===== src/rtl/clos_obuf_sync.sv =====
// clos_obuf_sync: captures 1-of-4 return-to-zero flits from a Clos CM output, acks them and queues them decoded.
// Define CLOS_OBUF_ERRCHK_EN to add the sticky err output for multi-hot sub-channels.
module clos_obuf_sync #(
  parameter int DW    = 8,
  parameter int SCN   = DW / 2,
  parameter int DEPTH = 4
) (
  input  logic                   clk,
  input  logic                   rst,
  input  logic [4*SCN-1:0]       di,
  input  logic                   di4,
  output logic                   dia,
  output logic                   dia4,
  output logic [DW-1:0]          do_data,
  output logic                   do_eof,
  output logic                   do_vld,
  input  logic                   do_rdy,
`ifdef CLOS_OBUF_ERRCHK_EN
  output logic                   err,
`endif
  output logic [$clog2(DEPTH):0] fifo_cnt
);

  localparam int AW = $clog2(DEPTH);
  localparam int CW = AW + 1;
  localparam int WW = 4 * SCN + 1;

  typedef enum logic [1:0] {S_NULL, S_CHK, S_ACK} state_t;

  state_t           state_q, state_d;
  logic [WW-1:0]    sync1_q, sync2_q;
  logic [WW-1:0]    latch_q, latch_d;
  logic             dia_q, dia_d, dia4_q, dia4_d;
  logic [DW:0]      mem_q [DEPTH];
  logic [AW-1:0]    wrPtr_q, rdPtr_q;
  logic [CW-1:0]    cnt_q, cnt_d;
  logic             sComplete, sNull, full, push, pop;
  logic [DW:0]      headWord;
`ifdef CLOS_OBUF_ERRCHK_EN
  logic             sMulti, err_q, err_d;
`endif

  // Each sub-channel's one-hot position becomes two binary bits; multi-hot resolves to the lowest wire.
  function automatic logic [DW-1:0] decodeCode(input logic [4*SCN-1:0] code);
    logic [DW-1:0] res;
    logic [3:0]    c;
    res = '0;
    for (int k = 0; k < SCN; k++) begin
      c = code[4*k +: 4];
      if (c[0])      res[2*k +: 2] = 2'd0;
      else if (c[1]) res[2*k +: 2] = 2'd1;
      else if (c[2]) res[2*k +: 2] = 2'd2;
      else if (c[3]) res[2*k +: 2] = 2'd3;
    end
    return res;
  endfunction

  always_ff @(posedge clk) begin
    if (rst) begin
      sync1_q <= '0;
      sync2_q <= '0;
    end else begin
      sync1_q <= {di4, di};
      sync2_q <= sync1_q;
    end
  end

  always_comb begin : completion
    logic [3:0] c;
    c         = '0;
    sComplete = 1'b1;
`ifdef CLOS_OBUF_ERRCHK_EN
    sMulti    = 1'b0;
`endif
    for (int k = 0; k < SCN; k++) begin
      c = sync2_q[4*k +: 4];
      if (c == 4'd0) sComplete = 1'b0;
`ifdef CLOS_OBUF_ERRCHK_EN
      if ((c & (c - 4'd1)) != 4'd0) sMulti = 1'b1;
`endif
    end
`ifdef CLOS_OBUF_ERRCHK_EN
    if (sMulti) sComplete = 1'b0;
`endif
  end

  assign sNull = (sync2_q == '0);
  assign full  = (cnt_q == CW'(DEPTH));
  assign pop   = do_vld & do_rdy;

  // A code must be seen twice in a row (S_NULL then S_CHK) before it is trusted and pushed.
  always_comb begin
    state_d = state_q;
    latch_d = latch_q;
    dia_d   = dia_q;
    dia4_d  = dia4_q;
    push    = 1'b0;
`ifdef CLOS_OBUF_ERRCHK_EN
    err_d   = err_q;
`endif
    case (state_q)
      S_NULL: begin
`ifdef CLOS_OBUF_ERRCHK_EN
        if (sMulti) begin
          err_d   = 1'b1;
          dia_d   = 1'b1;
          dia4_d  = sync2_q[WW-1];
          state_d = S_ACK;
        end else
`endif
        if (sComplete) begin
          latch_d = sync2_q;
          state_d = S_CHK;
        end
      end
      S_CHK: begin
`ifdef CLOS_OBUF_ERRCHK_EN
        if (sMulti) begin
          err_d   = 1'b1;
          dia_d   = 1'b1;
          dia4_d  = sync2_q[WW-1];
          state_d = S_ACK;
        end else
`endif
        if (sync2_q == latch_q) begin
          if (sComplete && !full) begin
            push    = 1'b1;
            dia_d   = 1'b1;
            dia4_d  = latch_q[WW-1];
            state_d = S_ACK;
          end
        end else if (sComplete) begin
          latch_d = sync2_q;
        end else begin
          state_d = S_NULL;
        end
      end
      S_ACK: begin
        if (sNull) begin
          dia_d   = 1'b0;
          dia4_d  = 1'b0;
          state_d = S_NULL;
        end
      end
      default: state_d = S_NULL;
    endcase
  end

  always_ff @(posedge clk) begin
    if (rst) begin
      state_q <= S_NULL;
      latch_q <= '0;
      dia_q   <= 1'b0;
      dia4_q  <= 1'b0;
`ifdef CLOS_OBUF_ERRCHK_EN
      err_q   <= 1'b0;
`endif
    end else begin
      state_q <= state_d;
      latch_q <= latch_d;
      dia_q   <= dia_d;
      dia4_q  <= dia4_d;
`ifdef CLOS_OBUF_ERRCHK_EN
      err_q   <= err_d;
`endif
    end
  end

  always_comb begin
    cnt_d = cnt_q;
    case ({push, pop})
      2'b10:   cnt_d = cnt_q + CW'(1);
      2'b01:   cnt_d = cnt_q - CW'(1);
      default: cnt_d = cnt_q;
    endcase
  end

  always_ff @(posedge clk) begin
    if (push) mem_q[wrPtr_q] <= {latch_q[WW-1], decodeCode(latch_q[WW-2:0])};
  end

  always_ff @(posedge clk) begin
    if (rst) begin
      wrPtr_q <= '0;
      rdPtr_q <= '0;
      cnt_q   <= '0;
    end else begin
      if (push) wrPtr_q <= wrPtr_q + AW'(1);
      if (pop)  rdPtr_q <= rdPtr_q + AW'(1);
      cnt_q <= cnt_d;
    end
  end

  // Head entry is masked while empty so stale or never-written storage is not visible.
  assign headWord = mem_q[rdPtr_q];
  assign do_vld   = (cnt_q != '0);
  assign do_data  = do_vld ? headWord[DW-1:0] : '0;
  assign do_eof   = do_vld ? headWord[DW] : 1'b0;
  assign fifo_cnt = cnt_q;
  assign dia      = dia_q;
  assign dia4     = dia4_q;
`ifdef CLOS_OBUF_ERRCHK_EN
  assign err      = err_q;
`endif

endmodule


===== config.mk =====
export PLATFORM = sky130hd
export DESIGN_NAME = clos_obuf_sync
export DESIGN_NICKNAME = d
export VERILOG_FILES = /design/src/rtl/clos_obuf_sync.sv
export SDC_FILE = /design/constraint.sdc
export NUM_CORES = 1
export LEC_CHECK = 0
export CAP_MARGIN = 15
export CORE_ASPECT_RATIO = 1.2
export CORE_UTILIZATION = 61
export CTS_CLUSTER_DIAMETER = 40
export CTS_CLUSTER_SIZE = 24
export DETAILED_ROUTE_END_ITERATION = 10
export GPL_TIMING_DRIVEN = 0
export PLACE_DENSITY = 0.83
export SETUP_SLACK_MARGIN = 0.4
export SYNTH_ARGS = -nofsm -noshare
export SYNTH_HDL_FRONTEND = slang
export SYNTH_SLANG_ARGS = --single-unit

===== constraint.sdc =====
create_clock -name clk -period 4 [get_ports clk]
set_input_delay 0.6 -clock clk [delete_from_list [all_inputs] [get_ports clk]]
set_output_delay 0.6 -clock clk [all_outputs]
set_load 0.005 [all_outputs]

## Word level (Yosys, flattened, before mapping)

Memory sizes are Yosys's and may differ from the RTL's. A register that Yosys moved wholly into a read port is not among the register bits.
Cells that the tools add are included.

| cells by class | value |
|---|---|
| add/sub/neg operators | 4 |
| equality and inequality tests | 13 |
| multiplexer cells | 50 |
| bitwise gates (word level) | 1 |
| reductions and logical operators | 15 |

Operators with widths:

| kind | number |
|---|---|
| $mux 2 | 27 |
| $mux 17 | 2 |
| $pmux 17 s2 | 1 |
| $eq 17x17->1 | 1 |
| $logic_not 17->1 | 1 |
| $logic_not 4->1 | 4 |
| $mux 1 | 15 |
| $ne 2x2->1 const B | 5 |
| $mux 8 | 1 |
| $reduce_and 4->1 | 2 |
| $ne 3x3->1 const B | 2 |
| $pmux 2 s3 | 1 |
| $pmux 3 s2 | 1 |
| $reduce_bool 2->1 | 3 |
| $add 2x1->2 const B | 2 |
| $eq 2x1->1 const B | 2 |
| $eq 2x2->1 const B | 2 |
| $pmux 1 s2 | 2 |
| $add 3x1->3 const B | 1 |
| $eq 3x3->1 const B | 1 |
| $reduce_bool 3->1 | 1 |
| $sub 3x1->3 const B | 1 |
| $logic_not 2->1 | 1 |
| $reduce_and 2->1 | 1 |
| 3 further kinds | 3 |

| storage, ports and cells | value |
|---|---|
| flip-flop bits (word level) | 62 |
| memory bits (writable) | 36 |
| bits of input ports | 20 |
| output and inout port bits | 15 |
| logic and storage cells | 93 |
| memories kept | 1 |

Memory list:

| name | depth | bits a word | read ports | clocked after Yosys merged registers in | wr ports | line | RTL |
|---|---|---|---|---|---|---|---|
| mem_q | 4 | 9 | 1 | 1 | 1 | 34 | `logic [DW:0] mem_q [DEPTH];` |

## Longest topological paths before layout

| depth | value |
|---|---|
| depth in word-level cells | 11 |
| depth in mapped cells | 13 |
| depth with buffers taken out | 11 |

## Least setup slack after synthesis

OpenSTA, ideal clock, no wires.

| path | value |
|---|---|
| kind | register to register |
| start | register latch_q[16] |
| end | register cnt_q[2] (netlist: fifo_cnt[2]) |
| library setup time | 71 ps |
| data arrival time | 2,442 ps |
| required time | 3,929 ps |
| setup slack | 1,487 ps |
| stages on the path, launching flop included | 14 |
| cells stage by stage | dfxtp_1 > xor2_1 > nor4_2 > and4_1 > buf_2 > and3_1 > buf_2 > inv_2 > ha_1 > inv_1 > fa_1 > xor2_1 > or3_1 > a21oi_1 |

| between the ends | value |
|---|---|
| longest elaborated chain between the ends | 5 |

RTL lines:

| element | line | RTL |
|---|---|---|
| start, declared | 32 | `logic [WW-1:0] latch_q, latch_d;` |
| start signal, assigned | 160 | `latch_q <= latch_d;` |
| $eq 17x17->1 * | 125 | `if (sync2_q == latch_q) begin` |
| $mux 1 * | 125 |  |
| $mux 1 * | 101 | `case (state_q)` |
| $eq 2x1->1 / $eq 2x2->1 (equally long branches) | 171 | `case ({push, pop})` |
| $pmux 3 s2 / $reduce_bool 2->1 (equally long branches) | n/a |  |
| end signal, assigned | 190 | `cnt_q <= cnt_d;` |
| end, declared | 36 | `logic [CW-1:0] cnt_q, cnt_d;` |

Mark *: on every way between the ends. The rest lies on a longest branch, timed or not.
A chain may end at the register's enable or synchronous reset.

## Worst setup path in the final report

| path | value |
|---|---|
| start | register sync2_q[8] |
| end | register cnt_q[2] (netlist: fifo_cnt[2]) |

| between the ends | value |
|---|---|
| longest elaborated chain between the ends | 9 |

RTL lines:

| element | line | RTL |
|---|---|---|
| start, declared | 31 | `logic [WW-1:0] sync1_q, sync2_q;` |
| start signal, assigned | 64 | `sync2_q <= sync1_q;` |
| $logic_not 4->1 | 77 | `if (c == 4'd0) sComplete = 1'b0;` |
| $mux 1 (2 in a row) | 77 |  |
| $logic_and 1x1->1 | 126 | `if (sComplete && !full) begin` |
| $mux 1 | 126 |  |
| $mux 1 * | 125 |  |
| $mux 1 * | 101 |  |
| $eq 2x1->1 / $eq 2x2->1 (equally long branches) | 171 |  |
| $pmux 3 s2 / $reduce_bool 2->1 (equally long branches) | n/a |  |

Marked as above.

==> run_results.csv <==
group,metric,value,unit
floorplan,initial_core_util,0.6366,
timing,fin_hold_ws,0.4390,ns
global_route,grt_start_max_net_pins,18,
logic_synthesis,synth_cell_types,44,
power_and_ir_drop,seq_power_share,0.597,
critical_path,r2r-end,"fifo_cnt[2]",
cells_and_area,nNetsFinal,411,
worst_hold_path,min_to,"sync2_q[16]",
place,post-dp-hpwl,5047,um
cts,cts_buffers,9,
cts,htree_levels,3,
timing,worst_pin_slew,0.5189,ns
power_and_ir_drop,p_int,1.405,mW
floorplan,ios,35,
critical_path,cp.arrival,3.17,ns
floorplan,dieHeight,92.13,um
floorplan,die_w,77.11,um
cts,clk_latency,0.36,ns
detailed_routing,via_per_inst,5.208,
critical_path,crit_required,4.29,ns
cts,cts_tree,"done",
logic_synthesis,avgSynthCellArea,12.11,sq um
power_and_ir_drop,irDropWorstVdd,0.0002733,V
critical_path,cp-end-kind,"flop",
outcome,status,"complete, no violations",
global_route,antenna_found_initial,0,
critical_path,crit_fanout,8,
critical_path,worstSetupPathType,"flop to flop",
power_and_ir_drop,p_comb_frac,0.053,
critical_path,ff2ff_path_depth,13,
critical_path,start_kind,"flop",
worst_hold_path,min-delay-start,"sync1_q[16]",
global_route,grt_pass1_wl,11570,um
timing,max_slew_margin,0.6509,
critical_path,r2r_start,"sync2_q[8]",
cells_and_area,diodes,0,
cts,clockBufferDepth,2,
logic_synthesis,yosysWarnings,0,
cells_and_area,areaGrowthSynthToFinish,15.42,%
cts,cts_resized,0,
timing,setup_viol,0,
cts,cts.clk_slew.worst_paths,0.10,ns
detailed_routing,route.detailed.drc,0,
place,io_buffer_count,33,
place,place_congestion,0.8299,
global_route,grt_pass1_vias,2538,
flow_run,max_cap_viol_count,0,
worst_hold_path,hold_class,"flop to flop",
power_and_ir_drop,switching_share,0.2178,
power_and_ir_drop,p_clk_frac,0.350,
logic_synthesis,synth_cells,341,
place,dp_slack,1.135,ns
timing,drv_slew,0,
floorplan,core,0.006486,sq mm
timing,period_needed,2.875,ns
logic_synthesis,syn-cell-area,0.004129,sq mm
cts,clockRootBuffer,"clkbuf_8",
worst_hold_path,holdPathStages,1,
critical_path,r2r_slack,1.13,ns
global_route,grt_usage,0.2163,
timing,post-route-period-util,0.7186,
cells_and_area,drive_gt1_frac,0.09744,
power_and_ir_drop,switchingPower,0.3912,mW
floorplan,rows,32,
detailed_routing,dr.pass1.iters,4,
power_and_ir_drop,power.density,376.8,mW/mm^2
timing,fin_skew,0.01278,ns
cts,post_cts_buffers,0,
detailed_routing,wl_per_cell,14.26,um
logic_synthesis,ys_seq_area_frac,0.5721,
timing,rsz0062_at_grt,"false",
timing,setup_tns,0,ns
detailed_routing,drt-initial-drc-count,111,
logic_synthesis,ys_ff_latch,100,
detailed_routing,ant_nets,0,
cts,ctsHoldBuffers,0,
global_route,overflow,0,
timing,hold_violations,0,
detailed_routing,vias,2474,
floorplan,dieArea,0.007103,sq mm
cts,cts_num_sinks,100,
detailed_routing,drt-total-wl,6774,um
power_and_ir_drop,power_leakage,1.737,nW
timing,fin_ws,1.125,ns
logic_synthesis,syn_nets,367,
timing,fmax,0.3479,GHz
[cells in the final DEF, fill, tap and decap left out, types with 2 or more instances in the layout]
cell type,instances
inv_1,9
nor3_1,8
buf_2,3
and2_1,15
nand2_1,3
or2b_1,4
o21ai_0,2
buf_6,2
ha_1,5
nand2b_1,34
or3_1,2
edfxtp_1,36
nor4_2,3
xnor2_1,3
clkdlybuf4s50_1,33
dfxtp_1,64
a21oi_1,7
nor4_1,4
clkbuf_1,11
mux4_2,9
xor2_1,18
nor2_1,20
nand4_1,3
clkbuf_8,9
nor2b_1,35
clkinvlp_4,3
mux2i_1,17
nand3_1,4
o31ai_1,2
[how the worst max path moves through the flow]
stage	cells past startpoint	from	slack, ns	end
6_report	13	sync2_q[8]	1.13	fifo_cnt[2]
5_1_grt	13	sync2_q[8]	0.95	fifo_cnt[2]
4_1_cts	13	sync2_q[8]	1.12	fifo_cnt[2]
3_5_place_dp	13	sync2_q[8]	1.14	fifo_cnt[2]
3_3_place_gp	13	sync2_q[8]	1.20	fifo_cnt[2]
2_1_floorplan	13	latch_q[16]	1.49	fifo_cnt[2]
[synthesized netlist by cell type, drive strengths merged]
cell	number	area [sq um]
nand4	3	18.77
nand2b	34	212.7
or3b	1	8.760
nand2	3	11.26
nor4	7	62.56
nor3	8	40.04
and4	1	8.760
nor4b	1	8.760
or4	1	11.26
inv	10	37.53
xnor2	3	26.28
xor2	18	157.7
mux2i	17	170.2
mux2	1	11.26
o21ai	2	10.01
o2111ai	1	8.760
nor2	21	81.33
a21oi	7	35.03
a311oi	2	23.77
ha	5	62.56
and3	1	6.260
o31ai	2	15.01
or4b	1	10.01
buf	7	65.06
edfxtp	36	1081
mux4	9	202.7
nor2b	35	219.0
nand3	4	20.02
fa	1	20.02
clkbuf	11	41.29
or2b	4	30.03
or3	2	12.51
a2111oi	1	8.760
dfxtp	64	1281
and2	15	93.84
a32oi	1	8.760
or2	1	6.260
[metrics by stage]
stage	std cells	utilization	instance area (sq um)	total power [mW]
6_report	475	0.7348	4766	1.796
4_1_cts	475	0.7348	4766	1.810
3_3_place_gp	459	0.7039	4566	1.189
2_1_floorplan	341	-	4129	1.155
5_1_grt	475	0.7348	4766	1.856
3_5_place_dp	459	0.7039	4566	1.191
[routing by layer]
metal | vias to the layer above | share of wire | track usage
met5 | - | 0 | 0
met4 | 0 | 0.017 | 0.1038
met3 | 10 | 0.026 | 0.04179
met2 | 46 | 0.53 | 0.3973
met1 | 1166 | 0.42 | 0.2372
li1 | 1252 | - | -
[worst max-delay path, stage by stage, from the launching register on]
cell	delay (ns)
dfxtp_1	0.34
nor4_1	0.50
or4_4	0.23
buf_6	0.12
nor2_2	0.06
and3_1	0.13
buf_2	0.15
inv_2	0.07
ha_1	0.18
inv_1	0.06
fa_1	0.37
xor2_1	0.16
or3_1	0.30
a21oi_1	0.14
[power groups by stage]
stage / logic (mW) / clock network, mW / registers [mW]
CTS: 0.0953 / 0.642 / 1.07
floorplan: 0.0617 / 0 / 1.09
global route: 0.104 / 0.676 / 1.08
detailed placement: 0.0949 / 0 / 1.10
global placement: 0.0930 / 0 / 1.10
finish: 0.0949 / 0.628 / 1.07
[state kept, by name, summed over array words and instances (netlist names), named ones only]
register,count
sync2_q,17
dia,1
sync1_q,17
wrPtr_q,2
dia4,1
state_q,2
rdPtr_q,2
fifo_cnt,3
latch_q,17
mem_q,36
[final cells by class]
class                   count  area (sq um)
clock buffers               9         123.9
multi-input cells         213          1623
flip-flops and latches    100          2362
repair buffers             33         330.3
clock inverters             7         76.32
inverters                  10         37.54
plain buffers              18         106.4
well taps                  85         106.4
fillers                   475          1720
[logic make-up (layout without fill, tap and decap cells)]
| group | Yosys count | count (layout) | synth area share |
|---|---|---|---|
| and+or+nand+nor | 143 | 143 | 0.2088 |
| DFF | 100 | 100 | 0.5721 |
| buffers and inverters | 28 | 77 | 0.03485 |
| muxes | 27 | 27 | 0.09303 |
| xor gates and xnor gates | 21 | 21 | 0.04455 |
| AOI/OAI and AO/OA | 16 | 16 | 0.02667 |
| adders and majority gates | 6 | 6 | 0.02000 |
Note: power is estimated with default switching activity, not from simulation.
